File: src/rtl/m_ifetch_pkg.sv
// Shared types and constants for the instruction fetch stage.
`ifndef IMEM_D_DELAY
`define IMEM_D_DELAY 3
`endif

package m_ifetch_pkg;

   // Fetch controller states
   typedef enum logic [1:0] {
      ST_SETTLE = 2'd0,
      ST_ISSUE  = 2'd1,
      ST_WAIT   = 2'd2,
      ST_IDLE   = 2'd3
   } fetch_state_e;

   localparam logic [31:0] RESET_PC_DEF = 32'h0000_0000;
   // Tied to the imem delay define so fetch timing and memory timing cannot drift apart
   localparam int          MEM_LAT_DEF  = `IMEM_D_DELAY;
   localparam int          ENTRY_W      = 64;

   // Force a fetch address onto a word boundary
   function automatic logic [31:0] align_pc(input logic [31:0] pc);
      return pc & 32'hFFFF_FFFC;
   endfunction

endpackage

File: src/rtl/m_ifetch_fifo.sv
// Shift-style {pc, insn} buffer: the head is always entry 0 and unused entries are
// kept at zero, so the head reads zero whenever the buffer is empty.
module m_ifetch_fifo
   import m_ifetch_pkg::*;
#(
   parameter int DEPTH = 2,
   parameter int CW    = $clog2(DEPTH + 1)
) (
   input  logic               clk_i,
   input  logic               rst_i,
   input  logic               flush_i,
   input  logic               push_i,
   input  logic               pop_i,
   input  logic [ENTRY_W-1:0] data_i,
   output logic [ENTRY_W-1:0] head_o,
   output logic [CW-1:0]      count_o
);

   localparam logic [CW-1:0] DEPTH_C = CW'(DEPTH);
   localparam logic [CW-1:0] ONE_C   = CW'(1);

   logic [ENTRY_W-1:0] mem_q [DEPTH];
   logic [ENTRY_W-1:0] mem_d [DEPTH];
   logic [CW-1:0]      cnt_q;
   logic [CW-1:0]      cnt_d;
   logic [CW-1:0]      wr_idx_s;
   logic               pop_s;

   // Next buffer contents: flush wins, otherwise shift on pop then append on push
   always_comb begin
      mem_d    = mem_q;
      cnt_d    = cnt_q;
      wr_idx_s = cnt_q;
      pop_s    = pop_i && (cnt_q != '0);
      if (flush_i) begin
         for (int i = 0; i < DEPTH; i++) begin
            mem_d[i] = 64'h0;
         end
         cnt_d = '0;
      end else begin
         if (pop_s) begin
            for (int i = 0; i < DEPTH - 1; i++) begin
               mem_d[i] = mem_q[i+1];
            end
            mem_d[DEPTH-1] = 64'h0;
            wr_idx_s       = cnt_q - ONE_C;
         end else begin
            wr_idx_s = cnt_q;
         end
         if (push_i && (wr_idx_s < DEPTH_C)) begin
            mem_d[wr_idx_s] = data_i;
            cnt_d           = wr_idx_s + ONE_C;
         end else begin
            cnt_d = wr_idx_s;
         end
      end
   end

   // Buffer storage and occupancy register
   always_ff @(posedge clk_i) begin
      if (rst_i) begin
         for (int i = 0; i < DEPTH; i++) begin
            mem_q[i] <= 64'h0;
         end
         cnt_q <= '0;
      end else begin
         mem_q <= mem_d;
         cnt_q <= cnt_d;
      end
   end

   assign head_o  = mem_q[0];
   assign count_o = cnt_q;

endmodule

File: src/rtl/m_ifetch.sv
// Instruction fetch stage: one outstanding imem request, a small {pc, insn}
// buffer toward decode, and discard of responses made stale by a redirect.
module m_ifetch
   import m_ifetch_pkg::*;
#(
   parameter logic [31:0] RESET_PC = RESET_PC_DEF,
   parameter int          MEM_LAT  = MEM_LAT_DEF,
   parameter int          DEPTH    = 2
) (
   input  logic        w_clk,
   input  logic        w_rst,
   input  logic        w_redirect,
   input  logic [31:0] w_redirect_pc,
   output logic [31:0] r_imem_pc,
   output logic        r_imem_re,
   input  logic [31:0] w_imem_insn,
   input  logic        w_imem_oe,
   output logic [31:0] r_insn,
   output logic [31:0] r_insn_pc,
   output logic        r_valid,
   input  logic        w_ready
);

   localparam int            CW          = $clog2(DEPTH + 1);
   localparam logic [CW-1:0] DEPTH_C     = CW'(DEPTH);
   localparam logic [CW-1:0] ONE_C       = CW'(1);
   localparam logic [7:0]    SETTLE_LAST = 8'(MEM_LAT);

   fetch_state_e  state_q, state_d;
   logic [31:0]   pc_q, pc_d;
   logic          stale_q, stale_d;
   logic [7:0]    settle_q, settle_d;
   logic          imem_re_q;
   logic [31:0]   imem_pc_q;

   logic          push_s;
   logic          pop_s;
   logic [CW-1:0] cnt_s;
   logic [CW-1:0] cnt_post_s;
   logic [63:0]   head_s;

   // Decode never pops during a redirect; only fresh responses are pushed
   assign pop_s  = (cnt_s != '0) && w_ready && !w_redirect;
   assign push_s = (state_q == ST_WAIT) && w_imem_oe && !stale_q && !w_redirect;

   // Occupancy after this cycle's push/pop/flush, used for the issue decision
   always_comb begin
      cnt_post_s = cnt_s;
      if (w_redirect) begin
         cnt_post_s = '0;
      end else if (push_s && !pop_s) begin
         cnt_post_s = cnt_s + ONE_C;
      end else if (pop_s && !push_s) begin
         cnt_post_s = cnt_s - ONE_C;
      end else begin
         cnt_post_s = cnt_s;
      end
   end

   // Fetch FSM next state, PC and stale-response tracking
   always_comb begin
      state_d  = state_q;
      pc_d     = pc_q;
      stale_d  = stale_q;
      settle_d = settle_q;
      case (state_q)
         ST_SETTLE: begin
            if (settle_q == SETTLE_LAST) begin
               state_d  = ST_ISSUE;
               settle_d = 8'd0;
            end else begin
               settle_d = settle_q + 8'd1;
            end
         end
         ST_ISSUE: state_d = ST_WAIT;
         ST_WAIT: begin
            if (w_imem_oe) begin
               if (stale_q) begin
                  stale_d = 1'b0;
               end else begin
                  pc_d = pc_q + 32'd4;
               end
               state_d = (cnt_post_s < DEPTH_C) ? ST_ISSUE : ST_IDLE;
            end else begin
               state_d = ST_WAIT;
            end
         end
         ST_IDLE: begin
            if (cnt_post_s < DEPTH_C) begin
               state_d = ST_ISSUE;
            end else begin
               state_d = ST_IDLE;
            end
         end
         default: state_d = ST_SETTLE;
      endcase
      // A redirect retargets the PC; an outstanding request becomes stale
      if (w_redirect) begin
         pc_d = align_pc(w_redirect_pc);
         case (state_q)
            ST_ISSUE: stale_d = 1'b1;
            ST_WAIT: begin
               if (w_imem_oe) begin
                  stale_d = 1'b0;
                  state_d = ST_ISSUE;
               end else begin
                  stale_d = 1'b1;
               end
            end
            ST_IDLE: state_d = ST_ISSUE;
            default: stale_d = stale_q;
         endcase
      end else begin
         pc_d = pc_d;
      end
   end

   // State, PC and registered imem request outputs
   always_ff @(posedge w_clk) begin
      if (w_rst) begin
         state_q   <= ST_SETTLE;
         pc_q      <= RESET_PC;
         stale_q   <= 1'b0;
         settle_q  <= 8'd0;
         imem_re_q <= 1'b0;
         imem_pc_q <= RESET_PC;
      end else begin
         state_q   <= state_d;
         pc_q      <= pc_d;
         stale_q   <= stale_d;
         settle_q  <= settle_d;
         imem_re_q <= (state_d == ST_ISSUE);
         if (state_d == ST_ISSUE) begin
            imem_pc_q <= pc_d;
         end else begin
            imem_pc_q <= imem_pc_q;
         end
      end
   end

   m_ifetch_fifo #(
      .DEPTH (DEPTH),
      .CW    (CW)
   ) u_fifo (
      .clk_i   (w_clk),
      .rst_i   (w_rst),
      .flush_i (w_redirect),
      .push_i  (push_s),
      .pop_i   (pop_s),
      .data_i  ({pc_q, w_imem_insn}),
      .head_o  (head_s),
      .count_o (cnt_s)
   );

   assign r_imem_pc = imem_pc_q;
   assign r_imem_re = imem_re_q;
   assign r_insn    = head_s[31:0];
   assign r_insn_pc = head_s[63:32];
   assign r_valid   = (cnt_s != '0);

endmodule

File: config.mk
export PLATFORM = sky130hd
export DESIGN_NAME = m_ifetch
export DESIGN_NICKNAME = d
export VERILOG_FILES = /design/src/rtl/m_ifetch_pkg.sv /design/src/rtl/m_ifetch_fifo.sv /design/src/rtl/m_ifetch.sv
export SDC_FILE = /design/constraint.sdc
export NUM_CORES = 1
export LEC_CHECK = 0
export BUFFER_PORTS_ARGS = -buffer_cell sky130_fd_sc_hd__buf_2
export CORE_AREA = 2 2 144 146
export DETAILED_ROUTE_END_ITERATION = 10
export DIE_AREA = 0 0 146 148
export PLACE_DENSITY = 0.69
export SYNTH_ARGS = -nofsm -noshare
export SYNTH_HDL_FRONTEND = slang
export SYNTH_HIERARCHICAL = 1
export SYNTH_SLANG_ARGS = --single-unit
File: constraint.sdc
create_clock -name w_clk -period 4.1 [get_ports w_clk]
set_input_delay 1.23 -clock w_clk [delete_from_list [all_inputs] [get_ports w_clk]]
set_output_delay 1.23 -clock w_clk [all_outputs]
set_load 0.02 [all_outputs]
== Yosys cells after proc, flatten, opt, wreduce, memory -nomap -nowiden ==
Cells that the tools add are included.

* Shift operators: 0
* Add/subtract/negate cells: 5
* Divide/modulo/power cells: 0
* Bitwise gates (word level): 1
* $mul: 0
* Equal/unequal tests: 6
* Order comparisons: 4
* Multiplexer cells: 29
* Reduce and logical (&&, ||, !) cells: 17

{| class="wikitable"
|+ Operators with widths
! operator !! number
|-
| 2-to-1 mux 128 bit || 3
|-
| bitwise mux 128 bit || 1
|-
| 2-to-1 mux 32 bit || 4
|-
| demux 64 bit (select 1 bit) || 1
|-
| 2-to-1 mux 64 bit || 1
|-
| adder 32 x 3 -> 32 bit, second input constant || 1
|-
| 2-to-1 mux 2 bit || 11
|-
| logical AND 1 bit || 10
|-
| adder 8 x 1 -> 8 bit, second input constant || 1
|-
| equality test 8 x 2 -> 1 bit, second input constant || 1
|-
| 2-to-1 mux 8 bit || 1
|-
| one-hot mux 2 bit (4 select lines) || 1
|-
| adder 2 x 1 -> 2 bit, second input constant || 2
|-
| equality test 2 x 1 -> 1 bit, second input constant || 2
|-
| equality test 2 bit, second input constant || 2
|-
| zero test 1 bit || 4
|-
| < comparator 2 bit, second input constant || 2
|-
| 2-to-1 mux 1 bit || 4
|-
| != test 4 x 1 -> 1 bit, second input constant || 1
|-
| one-hot mux 2 bit (2 select lines) || 1
|-
| greater-or-equal comparator 3 x 2 -> 1 bit, second input constant || 1
|-
| < comparator 3 x 1 -> 1 bit, second input constant || 1
|-
| NOT 2 -> 3 bit || 1
|-
| one-hot mux 1 bit (3 select lines) || 1
|-
| 4 further kinds || 4
|}

* ROM bits: 0
* Memories: 0
* Output and inout port bits: 98
* Register bits: 206
* Memory bits (writable): 0
* Logic and storage cells: 71
* Bits in latches: 0
* Bits of input ports: 69

== Logic depth before layout (Yosys ltp) ==
Gate-level depths: netlist of run 1.

* Word-level depth: 17
* Depth in mapped cells: 13
* Depth with buffers taken out: 11

== By module ==
Netlist of run 1, hierarchy kept.

{| class="wikitable"
|+ Modules (own cells, without submodules)
! module !! area an instance (µm²) !! instances !! sequential area each (µm²) !! cells an instance
|-
| m_ifetch_fifo || 5,959.5 || 1 || 2,602.5 || 670
|-
| m_ifetch || 4,052.6 || 1 || 1,521.5 || 456
|}

== Worst setup path before layout of run 1 ==
OpenSTA, ideal clock, no wires.

* Path type: in2reg
* Start point: input port w_redirect
* End point: register u_fifo/mem_q[55] (netlist name)
* Data arrival time: 3.489 ns
* Data required time: 4.035 ns
* Cell stages on the path: 12
* Slack: 0.546 ns
* Buffers on the path: 4
* Library setup time: 0.065 ns
* Path through: clkbuf_1 > clkbuf_1 > nor2_1 > and2b_2 > clkbuf_1 > xnor2_1 > ha_1 > nand2_1 > a211oi_2 > buf_2 > a22oi_1 > nor2_1

* Longest elaborated chain between the ends: 12

{| class="wikitable"
|+ Ends and longest elaborated chain
! element !! RTL line !! source
|-
| start, declared || m_ifetch.sv:12 || <nowiki>input logic w_redirect,</nowiki>
|-
| zero test 1 bit * || m_ifetch.sv:43 || <nowiki>assign pop_s = (cnt_s != '0) && w_ready && !w_redirect;</nowiki>
|-
| logical AND 1 bit * || m_ifetch.sv:43 ||
|-
| named net pop_s || m_ifetch.sv:37 || <nowiki>logic pop_s;</nowiki>
|-
| logical AND 1 bit * || m_ifetch_fifo.sv:34 || <nowiki>pop_s = pop_i && (cnt_q != '0);</nowiki>
|-
| 2-to-1 mux 2 bit || m_ifetch_fifo.sv:41 || <nowiki>if (pop_s) begin</nowiki>
|-
| 2-to-1 mux 2 bit || m_ifetch_fifo.sv:35 || <nowiki>if (flush_i) begin</nowiki>
|-
| NOT 2 -> 3 bit (implied by the code) || m_ifetch_fifo.sv:51 || <nowiki>mem_d[wr_idx_s] = data_i;</nowiki>
|-
| greater-or-equal comparator 3 x 2 -> 1 bit (implied by the code) / < comparator 3 x 1 -> 1 bit (equally long branches) || m_ifetch_fifo.sv:51 ||
|-
| logical AND 1 bit (implied by the code) || m_ifetch_fifo.sv:51 ||
|-
| 2-to-1 mux 64 bit (implied by the code) || m_ifetch_fifo.sv:51 ||
|-
| demux 64 bit (select 1 bit) || m_ifetch_fifo.sv:51 ||
|-
| bitwise mux 128 bit || m_ifetch_fifo.sv:51 ||
|-
| 2-to-1 mux 128 bit * || m_ifetch_fifo.sv:50 || <nowiki>if (push_i && (wr_idx_s < DEPTH_C)) begin</nowiki>
|-
| end signal, assigned || m_ifetch_fifo.sv:67 || <nowiki>mem_q <= mem_d;</nowiki>
|-
| end, declared || m_ifetch_fifo.sv:22 || <nowiki>logic [ENTRY_W-1:0] mem_q [DEPTH];</nowiki>
|}

The timed path passes the listed nets; every way through them passes the cells marked *. The select of a mux whose other input is x is not followed.
A chain may end at the register's enable or synchronous reset.

== Final worst setup path of run 1 ==
* Start point: register u_fifo.cnt_q[1] (netlist: u_fifo/count_o[1])
* End point: register u_fifo/mem_q[51] (netlist name)

* Longest elaborated chain between the ends: 13

{| class="wikitable"
|+ Ends and longest elaborated chain
! element !! RTL line !! source
|-
| start, declared || m_ifetch_fifo.sv:24 || <nowiki>logic [CW-1:0] cnt_q;</nowiki>
|-
| start signal, assigned || m_ifetch_fifo.sv:68 || <nowiki>cnt_q <= cnt_d;</nowiki>
|-
| nonzero test 2 bit * || m_ifetch.sv:43 ||
|-
| logical AND 1 bit * (2 in a row) || m_ifetch.sv:43 ||
|-
| named net pop_s || m_ifetch.sv:37 ||
|-
| logical AND 1 bit * || m_ifetch_fifo.sv:34 ||
|-
| 2-to-1 mux 2 bit || m_ifetch_fifo.sv:41 ||
|-
| 2-to-1 mux 2 bit || m_ifetch_fifo.sv:35 ||
|-
| NOT 2 -> 3 bit (implied by the code) || m_ifetch_fifo.sv:51 ||
|-
| greater-or-equal comparator 3 x 2 -> 1 bit (implied by the code) / < comparator 3 x 1 -> 1 bit (equally long branches) || m_ifetch_fifo.sv:51 ||
|-
| logical AND 1 bit (implied by the code) || m_ifetch_fifo.sv:51 ||
|-
| 2-to-1 mux 64 bit (implied by the code) || m_ifetch_fifo.sv:51 ||
|-
| demux 64 bit (select 1 bit) || m_ifetch_fifo.sv:51 ||
|-
| bitwise mux 128 bit || m_ifetch_fifo.sv:51 ||
|-
| 2-to-1 mux 128 bit * || m_ifetch_fifo.sv:50 ||
|}

Marked as above.

==> impl_metrics.json, run 1 <==
{
  "final_util_pct": 56.0,
  "crit_start": "u_fifo/count_o[1]$_SDFF_PP0_",
  "cts_tree": "done",
  "fin_crit_ns": 3.63,
  "syn_area_per_cell_um2": 8.89,
  "grt_max_degree": 70,
  "die_w_um": 146,
  "rows": 52,
  "setup_violations": 0,
  "avgRoutedWirePerCell_um": 18.1,
  "critPathRequiredTime_ns": 4.55,
  "grt_pass1_vias": 8176,
  "clockRootBuffer": "clkbuf_16",
  "track_usage_pct": 23.5,
  "hold_start": "u_fifo/mem_q[21]$_SDFF_PP0_",
  "port_buffers": 164,
  "antenna_found_initial": 0,
  "gp_congestion": 0.853,
  "path_class": "flop to flop",
  "ctsHtreeMaxLevel": 1,
  "ys_seq_area_share_pct": 41.2,
  "cts_hold_buf": 0,
  "first_iter_violations": 715,
  "final_design_area_no_fill_mm2": 0.0112,
  "reg2reg_slack_ns": 0.47,
  "grt_pass1_wl_um": 42400,
  "rsz0062_at_grt": "false",
  "netlist_area_mm2": 0.0100,
  "routed_wl_um": 26600,
  "clock.fmax_ghz": 0.275,
  "path_clk_slew_ns": 0.06,
  "synth_top_area_share_pct": 41.2,
  "min_period_over_period_pct": 88.6,
  "core_region_area_mm2": 0.0200,
  "slew_headroom_pct": 18.5,
  "die_h_um": 148,
  "timing.rr.start": "u_fifo/count_o[1]$_SDFF_PP0_",
  "diodes": 0,
  "io_pins": 167,
  "finClkSkew_ns": 0.0123,
  "cap_viol_max_count": 0,
  "ctsResizeCount": 0,
  "clock_sinks": 206,
  "drc": 0,
  "end_kind": "flop",
  "clk_latency_ns": 0.52,
  "synth_cell_types": 72,
  "dp_hpwl_um": 16700,
  "vias_per_cell": 5.95,
  "drive_gt1_share_pct": 22.1,
  "syn_nets": 1204,
  "placed_area_mm2": 0.0105,
  "outcome": "finished clean",
  "die-area_mm2": 0.0216,
  "final.setup.tns_ns": 0,
  "async_flop_share_pct": 0,
  "syn2layout_area_growth_pct": 12.0,
  "peakVddDrop_mv": 0.397,
  "overflow": 0,
  "vias": 8711,
  "drtAntennaViolNets": 0,
  "cp_max_fo": 41,
  "slew_viol_final": 0,
  "synth_edf_count": 0,
  "hold_viol_final": 0,
  "numCtsBuffers": 24,
  "crit_path_start_kind": "flop",
  "cts_post_setup_buffers_inserted": 0,
  "tightest_slew_ns": 1.22,
  "dr.pass1.iters": 5,
  "ys_top_cells_by_area": "dfxtp_1 (41%), nor2_1 (9.0%), a31o_1 (5.6%), buf_4 (5.2%), a22oi_1 (4.9%)",
  "syn_inst": 1126,
  "synth_ff_type": "dfxtp_1",
  "leakagePower_nw": 4.42,
  "synth_seq_cells": 206,
  "start_util_pct": 50.0,
  "min_path_type": "flop to flop",
  "clock_path_buffers": 3,
  "synth_top_area_cell": "dfxtp_1",
  "nets": 1257,
  "ys.warnings.count": 6,
  "worstPathArrival_ns": 4.08,
  "power_density_mw_per_mm2": 456
}
state kept, by name (all words and copies together) (netlist names):
signal          count
u_fifo/head_o      64
r_imem_pc          32
state_q             2
u_fifo/count_o      2
pc_q               32
stale_q             1
settle_q            8
r_imem_re           1
u_fifo/mem_q       64
critical path: stages (launching register included):
cell and delay [ns]:
dfxtp_1 0.52, inv_1 0.10, ha_1 0.20, nand2b_1 0.21
nor2_1 0.28, nand2b_2 0.14, a21oi_1 0.21, ha_1 0.25
nand2_1 0.12, a211oi_4 0.95, buf_12 0.32, a22oi_1 0.11
nor2_1 0.12
cell type report:
type,instances,area [um^2]
Fill cell,1866,8820
Multi-Input combinational cell,747,4910
Sequential cell,206,4120
Timing Repair Buffer,188,1060
Clock buffer,36,697
Tap cell,270,338
Inverter,12,45.0
Clock inverter,6,33.8
synthesized netlist by cell type (3+ instances only):
cell type  count
a311oi_1       4
and4_1         3
nor2_1       239
o31ai_1        7
a2111oi_0     24
or4_1          4
xor2_1         7
nand3_1       18
and3_1        10
nor4_1        12
o211ai_1       4
inv_1         12
o21ai_0       11
nand4b_1       3
o31a_2         4
a31o_1        64
mux2_1         3
nand2b_1       5
a21oi_1       10
or3_1          7
a31oi_1        4
buf_2         33
mux2i_1        3
a2111oi_1     40
nand2_1       23
xnor2_1       11
mux2_2        14
ha_1           9
o41ai_1       26
clkbuf_1      42
dfxtp_1      206
or4_4          3
buf_1          8
nor3_1        23
a22oi_1       65
a41oi_1        3
buf_6          6
nand4_1       13
a211oi_1       3
buf_4         70
nor2b_1       31
cell families after synthesis:
logic type	after synthesis	synth area share [%]
adder cells (fa/ha/maj)	9	1.12
XOR/XNOR	18	1.57
flip-flops	206	41.2
buffers and inverters	173	10.2
AND/OR/NAND/NOR	410	19.5
multiplexers	20	2.21
AO/OA/AOI/OAI	290	24.2
per-stage QoR:
| stage | total power [mW] | setup WS, ns | hold slack [ns] | cells |
|---|---|---|---|---|
| final | 5.12 | 0.468 | 0.506 | 1465 |
| after global routing | 5.33 | 0.268 | 0.527 | 1465 |
| after CTS | 5.16 | 0.550 | 0.511 | 1465 |
| after detailed placement | 3.16 | 0.177 | 0.497 | 1423 |
| after global placement | 3.15 | 0.233 | 0.490 | 1423 |
| after floorplan | 2.89 | 0.546 | 0.465 | 1126 |
final timing paths:
| kind | cells after the start | to |
|---|---|---|
| setup / recovery | 12 | u_fifo/mem_q[51]$_SDFF_PP0_ |
| hold / removal | 2 | u_fifo/mem_q[21]$_SDFF_PP0_ |
| setup reg to reg | 12 | u_fifo/mem_q[51]$_SDFF_PP0_ |
| hold reg to reg | 2 | u_fifo/mem_q[21]$_SDFF_PP0_ |
cell usage in the layout (no fill, tap or decap), drive strengths merged, types with 12 or more instances in the layout:
cell	Yosys	layout
a2111oi	64	64
a22oi	65	65
a31o	65	65
buf	117	188
clkbuf	44	36
dfxtp	206	206
inv	12	13
mux2	17	17
nand2	24	24
nand3	18	18
nand4	14	14
nor2	239	239
nor2b	31	31
nor3	23	23
nor4	12	12
o41ai	26	26
where the power goes:
part	switching, mW	internal, mW
sequential	0.122	2.13
clock	0.822	1.17
combinational	0.547	0.324
metal layers:
layer  wire length (um)  share of wire [%]  GRT usage, %  vias to the layer above
li1                   -                  -             -                     4207
met1              12000                 45          33.2                     4149
met5                  0                  0             0                        -
met2              12100                 46          37.9                      321
met4                399                1.5          5.73                        0
met3               2040                7.7          3.73                       34
Power figures use the tool's default switching activity.
==> inputs of run 2 (changes only) <==
--- a/config.mk
+++ b/config.mk
@@ -10,6 +10,8 @@
 export DETAILED_ROUTE_END_ITERATION = 10
 export DIE_AREA = 0 0 146 148
 export PLACE_DENSITY = 0.69
+export REMOVE_ABC_BUFFERS = 1
+export SLEW_MARGIN = 20
 export SYNTH_ARGS = -nofsm -noshare
 export SYNTH_HDL_FRONTEND = slang
 export SYNTH_HIERARCHICAL = 1
==> impl_metrics.json, run 2 (synthesis gave the netlist of run 1 again) <==
{
  "final_util_pct": 55.9,
  "final_common_cell": "nor2_1",
  "tightest_slew_ns": 1.00,
  "setup_violations": 0,
  "final_cells": 1462,
  "grt_max_degree": 70,
  "power_mw": 5.06,
  "drive_gt1_share_pct": 22.2,
  "gp_congestion": 0.853,
  "slew_headroom_pct": 33.1,
  "track_usage_pct": 24.2,
  "min_path_type": "flop to flop",
  "final.setup.tns_ns": 0,
  "met1_usage_pct": 33.9,
  "layout_common_cells": "nor2_1 (238), dfxtp_1 (206), buf_2 (164)",
  "ctsResizeCount": 0,
  "cap_viol_max_count": 0,
  "pre_cts_ws_ns": 0.0330,
  "end_kind": "flop",
  "die-area_mm2": 0.0216,
  "overflow": 0,
  "syn2layout_area_growth_pct": 11.9,
  "peakVddDrop_mv": 0.297,
  "dr.pass1.iters": 6,
  "seq_area_mm2": 0.00412,
  "drtAntennaViolNets": 0,
  "core_region_area_mm2": 0.0200,
  "min_period_over_period_pct": 87.2,
  "dp_cells": 1426,
  "final_design_area_no_fill_mm2": 0.0112,
  "met3_usage_pct": 4.04,
  "grt.busiest_layer": "met2",
  "nets": 1258,
  "cts_hold_buf": 0,
  "io_pins": 167,
  "grt_pass1_wl_um": 43400,
  "avgRoutedWirePerCell_um": 18.4,
  "die_w_um": 146,
  "placed_area_mm2": 0.0105,
  "power_density_mw_per_mm2": 452,
  "crit_path_start_kind": "input pin",
  "outcome": "finished clean",
  "cts_tree": "done",
  "grt_use_met2_pct": 39.3,
  "cp_max_fo": 47,
  "vias": 8611,
  "drc": 0,
  "routed_wl_um": 26800,
  "start_util_pct": 50.0,
  "die_h_um": 148,
  "clock_sinks": 206,
  "vias_per_cell": 5.89,
  "path_clk_slew_ns": 0.06,
  "path_class": "input pin to flop",
  "clock_path_buffers": 3,
  "grt_pass1_vias": 8212,
  "finalWorstSetupSlack_ns": 0.524,
  "critPathRequiredTime_ns": 4.53,
  "ctsHtreeMaxLevel": 1,
  "worstPathArrival_ns": 4.00,
  "fin_crit_ns": 3.58,
  "clk_latency_ns": 0.50,
  "fillers": 1875,
  "multi_input_area_mm2": 0.00491,
  "diodes": 0,
  "rsz0062_at_grt": "false",
  "rows": 52,
  "numCtsBuffers": 22,
  "hold_viol_final": 0,
  "port_buffers": 164,
  "antenna_found_initial": 1,
  "cts_post_setup_buffers_inserted": 0,
  "whs_ns": 0.507,
  "dp_hpwl_um": 16700,
  "first_iter_violations": 699,
  "clockRootBuffer": "clkbuf_16",
  "leakagePower_nw": 4.43,
  "clock.fmax_ghz": 0.280,
  "slew_viol_final": 0,
  "finClkSkew_ns": 0.00869
}
## run 2: cell count changes in the layout (fill, tap and decap cells not counted), sizes merged
cell      previous run  this run
clkbuf              36        30
buf                188       191
bufinv               0         1
clkinv               5         4
clkinvlp             0         1
inv                 13        12
## run 2: final timing paths
check | to | start | cells past startpoint | slack [ns]
max | u_fifo/mem_q[41]$_SDFF_PP0_ | w_ready | 11 | 0.52
min | u_fifo/mem_q[6]$_SDFF_PP0_ | u_fifo/mem_q[6]$_SDFF_PP0_ | 2 | 0.51
max reg2reg | u_fifo/mem_q[41]$_SDFF_PP0_ | u_fifo/count_o[0]$_SDFF_PP0_ | 12 | 0.53
min reg2reg | u_fifo/mem_q[6]$_SDFF_PP0_ | u_fifo/mem_q[6]$_SDFF_PP0_ | 2 | 0.51
## run 2: area by class of cell
type / instances / area share, %
Sequential cell: 206 / 36.8
Clock inverter: 6 / 0.514
Timing Repair Buffer: 191 / 9.80
Clock buffer: 30 / 5.64
Inverter: 12 / 0.402
Tap cell: 270 / 3.01
Multi-Input combinational cell: 747 / 43.8
## run 2: worst max-delay path, stage by stage
cell      delay, ns
buf_2          0.09
nand2b_1       0.11
nor2_1         0.24
nand2b_2       0.13
a21oi_1        0.21
ha_1           0.20
nand2_1        0.09
a211oi_4       0.79
buf_4          0.61
a22oi_1        0.13
nor2_1         0.14
## run 2: routing by layer
| layer | part of all wire [%] | up-vias |
|---|---|---|
| li1 | - | 4210 |
| met1 | 46 | 4103 |
| met2 | 46 | 269 |
| met3 | 6.4 | 27 |
| met4 | 1.3 | 2 |
| met5 | 0.045 | - |
## run 2: power breakdown
| part | total [mW] | internal (mW) | switching (mW) |
|---|---|---|---|
| combinational | 0.890 | 0.326 | 0.564 |
| clock | 1.92 | 1.13 | 0.784 |
| sequential | 2.25 | 2.13 | 0.123 |
